[config.mk]
export PLATFORM = sky130hd
export DESIGN_NAME = stopwatch_ctrl
export DESIGN_NICKNAME = d
export VERILOG_FILES = /design/src/rtl/stopwatch_ctrl.sv
export SDC_FILE = /design/constraint.sdc
export NUM_CORES = 1
export LEC_CHECK = 0
export ABC_AREA = 1
export BUFFER_PORTS_ARGS = -buffer_cell sky130_fd_sc_hd__buf_2
export CAP_MARGIN = 10
export CORE_MARGIN = 8
export CORE_UTILIZATION = 61
export CTS_BUF_LIST = sky130_fd_sc_hd__clkbuf_16
export DETAILED_ROUTE_END_ITERATION = 12
export PLACE_DENSITY = 0.93
export SYNTH_ARGS = -nofsm -noshare
export SYNTH_HDL_FRONTEND = slang
export SYNTH_SLANG_ARGS = --single-unit
[constraint.sdc]
create_clock -name clk -period 3.5 [get_ports clk]
set_input_delay 0.7 -clock clk [delete_from_list [all_inputs] [get_ports clk]]
set_output_delay 0.7 -clock clk [all_outputs]
set_load 0.05 [all_outputs]
[src/rtl/stopwatch_ctrl.sv]
// Stopwatch sequencer: run/pause/lap/done FSM, tick prescaler and the enable
// cascade that drives a chain of external digit counters.
module stopwatch_ctrl #(
    parameter int TICK_DIV = 1000000,
    parameter int DIGITS   = 4,
    parameter int DIV_BITS = 20
) (
    input  logic              clk,
    input  logic              rst,
    input  logic              start_stop,
    input  logic              clear,
    input  logic              lap,
    input  logic              mode_down,
    input  logic [DIGITS-1:0] threshold,
    output logic [DIGITS-1:0] cnt_enable,
    output logic              up_down,
    output logic              cnt_clear,
    output logic              lap_hold,
    output logic              running,
    output logic              done
);

    typedef enum logic [2:0] {
        S_IDLE,
        S_RUN,
        S_PAUSE,
        S_LAP,
        S_DONE
    } state_t;

    localparam logic [DIV_BITS-1:0] PRESC_MAX = DIV_BITS'(TICK_DIV - 1);

    state_t              state;
    state_t              state_nxt;
    logic [DIV_BITS-1:0] presc;
    logic                active;
    logic                tick;
    logic                term;
    logic                ud_chg;
    logic [DIGITS-1:0]   en;

    always_comb begin
        active = (state == S_RUN) || (state == S_LAP);
        tick   = active && (presc == PRESC_MAX);
        term   = tick && (&threshold);

        // Terminal count suppresses every enable so the counters never wrap.
        en    = '0;
        en[0] = tick && !term;
        for (int i = 1; i < DIGITS; i++) begin
            en[i] = en[i-1] & threshold[i-1];
        end
        cnt_enable = en;
    end

    always_comb begin
        state_nxt = state;
        if (clear) begin
            state_nxt = S_IDLE;
        end else if (term) begin
            state_nxt = S_DONE;
        end else begin
            case (state)
                S_IDLE:  if (start_stop) state_nxt = S_RUN;
                S_RUN: begin
                    if (start_stop)  state_nxt = S_PAUSE;
                    else if (lap)    state_nxt = S_LAP;
                end
                S_LAP: begin
                    if (start_stop)  state_nxt = S_PAUSE;
                    else if (lap)    state_nxt = S_RUN;
                end
                S_PAUSE: if (start_stop) state_nxt = S_RUN;
                S_DONE:  state_nxt = S_DONE;
                default: state_nxt = S_IDLE;
            endcase
        end
    end

    always_ff @(posedge clk or negedge rst) begin
        if (!rst) begin
            state    <= S_IDLE;
            running  <= 1'b0;
            done     <= 1'b0;
            lap_hold <= 1'b0;
        end else begin
            state    <= state_nxt;
            running  <= (state_nxt == S_RUN) || (state_nxt == S_LAP);
            done     <= (state_nxt == S_DONE);
            lap_hold <= (state_nxt == S_LAP);
        end
    end

    always_ff @(posedge clk or negedge rst) begin
        if (!rst) begin
            presc <= '0;
        end else if (clear) begin
            presc <= '0;
        end else if (active) begin
            presc <= tick ? '0 : presc + 1'b1;
        end
    end

    // Direction is latched only in IDLE; a change reloads the counters one cycle later.
    always_ff @(posedge clk or negedge rst) begin
        if (!rst) begin
            up_down   <= 1'b1;
            ud_chg    <= 1'b0;
            cnt_clear <= 1'b0;
        end else begin
            if (state == S_IDLE) begin
                up_down <= !mode_down;
            end
            ud_chg    <= (state == S_IDLE) && (up_down != !mode_down);
            cnt_clear <= clear || ud_chg;
        end
    end

endmodule

==> flow_metrics.py, run 1 <==
metrics = {
    "worst_setup_path": {
        "cp_num_cells": 7,
        "crit_family": "simple AND/OR/NAND/NOR gates",
        "cp_slowest_cell": "dfrtp_1",
        "crit_fanout": 6,
        "endpoint": "cnt_enable[3]",
        "r2r-start": "presc[1]$_DFFE_PN0P_",
        "crit_required_ns": 2.80,
        "cp_slowest_stage_delay_ns": 0.37,
        "worstPathArrival_ns": 1.80,
        "cp_cell_sequence": "ha_1 -> nand3_1 -> nor2_2 -> nand3_4 -> nor3_2 -> and2_1 -> buf_2",
        "rr_worst_depth": 6,
        "path_class": "flop to primary output",
        "worst-path-buf-inv": 1,
        "rrSetupSlack_ns": 1.94,
        "cp-startpoint": "presc[1]$_DFFE_PN0P_",
        "start_kind": "flop",
        "cp-end-kind": "primary output",
        "r2r_end": "presc[9]$_DFFE_PN0P_",
    },
    "timing": {
        "fin_ws_ns": 1.00,
        "setup_tns_ns": 0,
        "max_freq_ghz": 0.400,
        "min_period_over_period": 0.714,
        "slew_headroom": 0.575,
        "setup_violations": 0,
        "hold_violations": 0,
        "final_max_slew_viol_count": 0,
        "worstMarginPinSlew_ns": 0.637,
        "fin_skew_ns": 0.00771,
        "fin_crit_ns": 2.50,
        "grt_setup_unrepaired": "no",
    },
    "placed_design": {
        "post-place-ws_ns": 1.24,
        "portBuffers": 18,
        "dp.cells": 263,
        "dpl.hpwl_um": 2480,
        "gp_congestion": 0.888,
    },
    "die": {
        "ios": 19,
        "core_um2": 2500,
        "die_h_um": 67.7,
        "start_util": 0.653,
        "die_w_um": 67.7,
        "std_cell_rows": 18,
        "die-area_um2": 4590,
    },
    "layout": {
        "layout_common_cells": "nand2_1, nor2_1, dfrtp_1, inv_1, buf_2",
        "multiInputGateArea_um2": 800,
        "diodes": 0,
        "finalNetCount": 251,
        "register_area_um2": 727,
        "final_layout_size_suffix_gt1_frac": 0.170,
        "final_cells": 271,
        "layout_commonest_cell": "nand2_1",
        "fillCellCount": 173,
        "area_growth_pct": 15.0,
    },
    "route": {
        "drtAntennaViolNets": 0,
        "post_drt_via_cell_ratio": 5.36,
        "drt-initial-drc-count": 102,
        "first_pass_iters": 5,
        "via_count": 1452,
        "wl_per_cell_um": 12.7,
        "wirelength_um": 3450,
        "drc": 0,
    },
    "global_route": {
        "grtUsageTotal": 0.179,
        "grt_max_degree": 30,
        "overflow": 0,
        "grt_pass1_vias": 1450,
        "grt_antenna_before_repair": 0,
        "grt_pass1_wl_um": 6270,
    },
    "logic_synthesis": {
        "ys_warn_count": 0,
        "synthArstFlopShare": 1.00,
        "synth_enable_flop_cells": 0,
        "synth-seq-cells": 29,
        "syn_avg_cell_area_um2": 7.49,
        "ys_seq_area_frac": 0.445,
        "synthTopCellsByArea": "dfrtp_1, nand2_1, nor2_1, nand3_1, inv_1",
        "synth_top_area_cell": "dfrtp_1",
        "synth_nets": 229,
        "syn_inst": 218,
        "syn_area_um2": 1630,
        "synth.top_cell.area_share": 0.429,
        "synthFlopType": "dfrtp_1",
        "synth_cell_types": 29,
    },
    "power_and_ir_drop": {
        "pwr_density_cell_nw_per_um2": 451,
        "p_leak_nw": 0.909,
        "max-vdd-ir-drop_v": 0.000426,
        "p_total_w": 0.000847,
    },
    "clock_tree": {
        "post_cts_resized": 0,
        "clockBufferDepth": 2,
        "ctsHoldBuffers": 0,
        "clkTransAtPathRegs_ns": 0.05,
        "cts_root_buffer": "clkbuf_16",
        "cts.htree.levels": 2,
        "cts_tree": "done",
        "cts_setup_buffers": 0,
        "cts_sinks": 29,
        "clk_latency_ns": 0.27,
        "cts-buffers-inserted": 5,
    },
    "run_status": {
        "status": "complete, no violations",
    },
    "job": {
        "max_cap_viol_count": 0,
    },
    "min_path": {
        "whs_path_depth": 1,
        "worstHoldPathType": "flop to flop",
    },
}
-- metal layers --
layer / global-route usage / part of all wire / vias to the layer above
met1: 0.207 / 0.44 / 662
met3: 0.0679 / 0.073 / 9
met4: 0.0757 / 0.022 / 0
met5: 0 / 0 / -
li1: - / - / 737
met2: 0.290 / 0.47 / 44
-- cell type report --
| class | instances | area share |
|---|---|---|
| multi-input cells | 163 | 0.426 |
| inverters | 23 | 0.0460 |
| flip-flops and latches | 29 | 0.387 |
| repair buffers | 18 | 0.0480 |
| clock buffers | 5 | 0.0666 |
| well taps | 30 | 0.0200 |
| clock inverters | 3 | 0.00666 |
-- Yosys cell counts (all sizes together), types with 2 or more instances --
cell type  count
dfrtp         28
inv           23
nand4          4
nand3         17
a21oi          9
nand2         64
xor2           7
nor3b          2
or2            2
o21ai          6
nor2          38
buf            3
and2           2
nor3           7
-- power by group --
| group | total (W) | internal (W) | switching (W) |
|---|---|---|---|
| combinational | 0.0000871 | 0.0000233 | 0.0000638 |
| sequential | 0.000364 | 0.000354 | 0.00000978 |
| clock | 0.000396 | 0.000256 | 0.000140 |
-- worst min-delay path by stage --
stage	slack, ns	start	endpoint
global placement	0.41	ud_chg$_DFF_PN0_	cnt_clear$_DFF_PN0_
detailed placement	0.42	ud_chg$_DFF_PN0_	cnt_clear$_DFF_PN0_
global route	0.45	ud_chg$_DFF_PN0_	cnt_clear$_DFF_PN0_
CTS	0.43	ud_chg$_DFF_PN0_	cnt_clear$_DFF_PN0_
floorplan	0.40	rst	cnt_clear$_DFF_PN0_
finish	0.43	ud_chg$_DFF_PN0_	cnt_clear$_DFF_PN0_
-- registers in the layout, indices dropped and copies added (netlist names) --
register,count
state,3
running,1
cnt_clear,1
presc,20
up_down,1
ud_chg,1
done,1
lap_hold,1
-- per-stage QoR --
step / area, µm² / hold slack (ns) / utilization
2_1_floorplan: 1630 / 0.404 / -
5_1_grt: 1880 / 0.450 / 0.751
4_1_cts: 1880 / 0.433 / 0.751
3_3_place_gp: 1740 / 0.413 / 0.696
6_report: 1880 / 0.429 / 0.751
3_5_place_dp: 1740 / 0.422 / 0.696
-- cells by family after synthesis --
kind of cell,count (synthesis),share of synthesized area
buf+inv,26,0.0651
compound gates,17,0.0544
flops,29,0.445
xor+xnor,8,0.0429
fa+ha+maj,1,0.00766
simple gates,137,0.385
Power figures use the tool's default switching activity.
==> inputs of run 2 (changes only) <==
--- a/config.mk
+++ b/config.mk
@@ -9,10 +9,10 @@
 export BUFFER_PORTS_ARGS = -buffer_cell sky130_fd_sc_hd__buf_2
 export CAP_MARGIN = 10
 export CORE_MARGIN = 8
-export CORE_UTILIZATION = 61
+export CORE_UTILIZATION = 52
 export CTS_BUF_LIST = sky130_fd_sc_hd__clkbuf_16
 export DETAILED_ROUTE_END_ITERATION = 12
-export PLACE_DENSITY = 0.93
+export PLACE_DENSITY = 0.85
 export SYNTH_ARGS = -nofsm -noshare
 export SYNTH_HDL_FRONTEND = slang
 export SYNTH_SLANG_ARGS = --single-unit
==> constraint.sdc (replaced) <==
create_clock -name clk -period 2 [get_ports clk]
set_input_delay 0.4 -clock clk [delete_from_list [all_inputs] [get_ports clk]]
set_output_delay 0.4 -clock clk [all_outputs]
set_load 0.05 [all_outputs]
==> run 2 against run 1 <==
Against the previous run: the run now ends with negative setup slack left; power grew 92%; highest routed layer unchanged; die area grew 13%; utilization shrank 4.4 points; combinational power grew 92%.
==> flow_metrics.py, run 2 (synthesized netlist as in run 1, its figures left out) <==
metrics = {
    "worst_setup_path": {
        "r2r_end": "presc[9]$_DFFE_PN0P_",
        "cpMostUsedCell": "nor3_4",
        "cp_cell_sequence": "nand2_2 -> nor3_4 -> nand3_4 -> nor3_4 -> and2_4 -> buf_8",
        "cp_slowest_cell": "dfrtp_1",
        "rr_worst_depth": 6,
        "cp-end-kind": "primary output",
        "start_kind": "flop",
        "crit_fanout": 5,
        "path_class": "flop to primary output",
        "worst-path-buf-inv": 1,
        "cp-startpoint": "presc[5]$_DFFE_PN0P_",
        "r2r-start": "presc[5]$_DFFE_PN0P_",
        "rrSetupSlack_ns": 0.30,
        "crit_required_ns": 1.60,
        "cp_slowest_stage_delay_ns": 0.41,
        "worstPathArrival_ns": 1.70,
        "endpoint": "cnt_enable[3]",
        "cp_num_cells": 6,
        "crit_family": "simple AND/OR/NAND/NOR gates",
    },
    "run_status": {
        "status": "finished with violations",
        "violations": "negative setup slack",
    },
    "route": {
        "drt-initial-drc-count": 90,
        "drc": 0,
        "via_count": 1566,
        "post_drt_via_cell_ratio": 5.12,
        "drtAntennaViolNets": 0,
        "wirelength_um": 4130,
        "wl_per_cell_um": 13.5,
        "first_pass_iters": 4,
    },
    "die": {
        "die_w_um": 72.0,
        "core_um2": 3030,
        "start_util": 0.539,
        "die-area_um2": 5190,
        "std_cell_rows": 20,
        "ios": 19,
        "die_h_um": 72.0,
    },
    "layout": {
        "top_register": "presc",
        "final_layout_size_suffix_gt1_frac": 0.263,
        "layout_common_cells": "nand2_1, nor2_1, dfrtp_1, buf_4, inv_1",
        "largest_reg_flops": 20,
        "area_growth_pct": 31.1,
        "diodes": 0,
        "reg_top3": "presc x20, state x3",
        "layout_commonest_cell": "nand2_1",
        "finalNetCount": 272,
    },
    "timing": {
        "hold_violations": 0,
        "slew_headroom": 0.576,
        "fin_crit_ns": 2.10,
        "hold_slack_ns": 0.145,
        "final_max_slew_viol_count": 0,
        "fin_skew_ns": 0.00700,
        "max_freq_ghz": 0.476,
        "min_period_over_period": 1.05,
        "grt_setup_unrepaired": "yes",
        "fin_ws_ns": -0.100,
        "setup_violations": 3,
        "worstMarginPinSlew_ns": 0.636,
    },
    "clock_tree": {
        "clk_latency_ns": 0.28,
        "ctsHoldBuffers": 0,
        "clockBufferDepth": 2,
        "cts_tree": "done",
        "cts-buffers-inserted": 5,
        "cts.htree.levels": 2,
        "cts_root_buffer": "clkbuf_16",
        "clkTransAtPathRegs_ns": 0.05,
        "cts_sinks": 29,
    },
    "power_and_ir_drop": {
        "p_int_w": 0.00125,
        "p_sw_frac": 0.235,
        "max-vdd-ir-drop_v": 0.000512,
        "power_frac_seq": 0.391,
        "p_clk_frac": 0.506,
        "switching_power_w": 0.000383,
        "p_leak_nw": 1.04,
        "p_comb_frac": 0.102,
        "pwr_density_cell_nw_per_um2": 761,
    },
    "global_route": {
        "grt_antenna_before_repair": 0,
        "grt_max_degree": 30,
        "grt_pass1_vias": 1480,
        "overflow": 0,
        "grt_pass1_wl_um": 6670,
        "grtUsageTotal": 0.169,
    },
    "placed_design": {
        "post-place-ws_ns": 0.0965,
        "gp_congestion": 0.884,
        "portBuffers": 18,
        "dpl.hpwl_um": 2510,
    },
    "job": {
        "max_cap_viol_count": 0,
    },
    "min_path": {
        "worstHoldPathType": "input pin to async pin",
    },
}
-- run 2: cell types whose count changed in the layout (fill, tap and decap cells not counted), moves of 2 or more --
| cell | previous run | this run |
|---|---|---|
| buf_2 | 18 | 15 |
| buf_4 | 0 | 22 |
| nand3_1 | 16 | 14 |
| nand3_2 | 0 | 2 |
| nor2_2 | 3 | 1 |
| nor2_4 | 1 | 3 |
-- run 2: power groups by stage --
stage	Clock [W]	Combinational (W)	Sequential [W]
2_1_floorplan	0	0.0000766	0.000672
3_3_place_gp	0	0.000148	0.000644
3_5_place_dp	0	0.000153	0.000646
4_1_cts	0.000837	0.000165	0.000637
5_1_grt	0.000870	0.000184	0.000640
6_report	0.000825	0.000167	0.000638
-- run 2: worst reg2reg max path, cell delays in order (launching register included) --
cell and delay (ns):
dfrtp_1 0.41, nand2_2 0.12, nor3_4 0.27, nand3_4 0.15
buf_4 0.17, nand2_1 0.32, nor3_1 0.12
-- run 2: per-layer routing --
metal | up-vias | global-route usage | wire length [µm] | part of all wire
li1 | 784 | - | - | -
met1 | 717 | 0.181 | 1630 | 0.39
met2 | 56 | 0.284 | 2160 | 0.52
met3 | 9 | 0.0634 | 247 | 0.060
met4 | 0 | 0.0862 | 92 | 0.022
met5 | - | 0 | 0 | 0
-- run 2: what timing repair did --
| action | in CTS | in global routing |
|---|---|---|
| endpoints found under the setup margin | 4 | 4 |
| setup buffers | 14 | 3 |
| pin swaps | 5 | 2 |
| gates resized for setup | 10 | 6 |
| cloned | 0 | 0 |
-- run 2: layout make-up --
class                           count  area (µm²)
Fill cell                         217         887
Multi-Input combinational cell    163         843
Sequential cell                    29         727
Timing Repair Buffer               39         267
Clock buffer                        5         125
Inverter                           23        86.3
Tap cell                           44        55.1
Clock inverter                      3        37.5
-- run 2: worst min-delay path by stage --
stage,start,to,slack (ns),cells past startpoint
5_1_grt,rst,presc[2]$_DFFE_PN0P_,0.20,1
2_1_floorplan,rst,cnt_clear$_DFF_PN0_,0.10,0
6_report,rst,ud_chg$_DFF_PN0_,0.15,1
3_3_place_gp,ud_chg$_DFF_PN0_,cnt_clear$_DFF_PN0_,0.42,1
4_1_cts,rst,running$_DFF_PN0_,0.17,1
3_5_place_dp,ud_chg$_DFF_PN0_,cnt_clear$_DFF_PN0_,0.42,1
-- run 2: per-stage QoR --
step | cell area (µm²) | std cells | power, W | setup TNS (ns) | utilization
CTS | 2100 | 303 | 0.00164 | -0.0732 | 0.693
finish | 2140 | 306 | 0.00163 | -0.225 | 0.707
global route | 2140 | 306 | 0.00169 | -0.391 | 0.707
global placement | 1800 | 281 | 0.000793 | 0 | 0.594
floorplan | 1640 | 218 | 0.000749 | -0.261 | -
detailed placement | 1800 | 281 | 0.000799 | 0 | 0.594
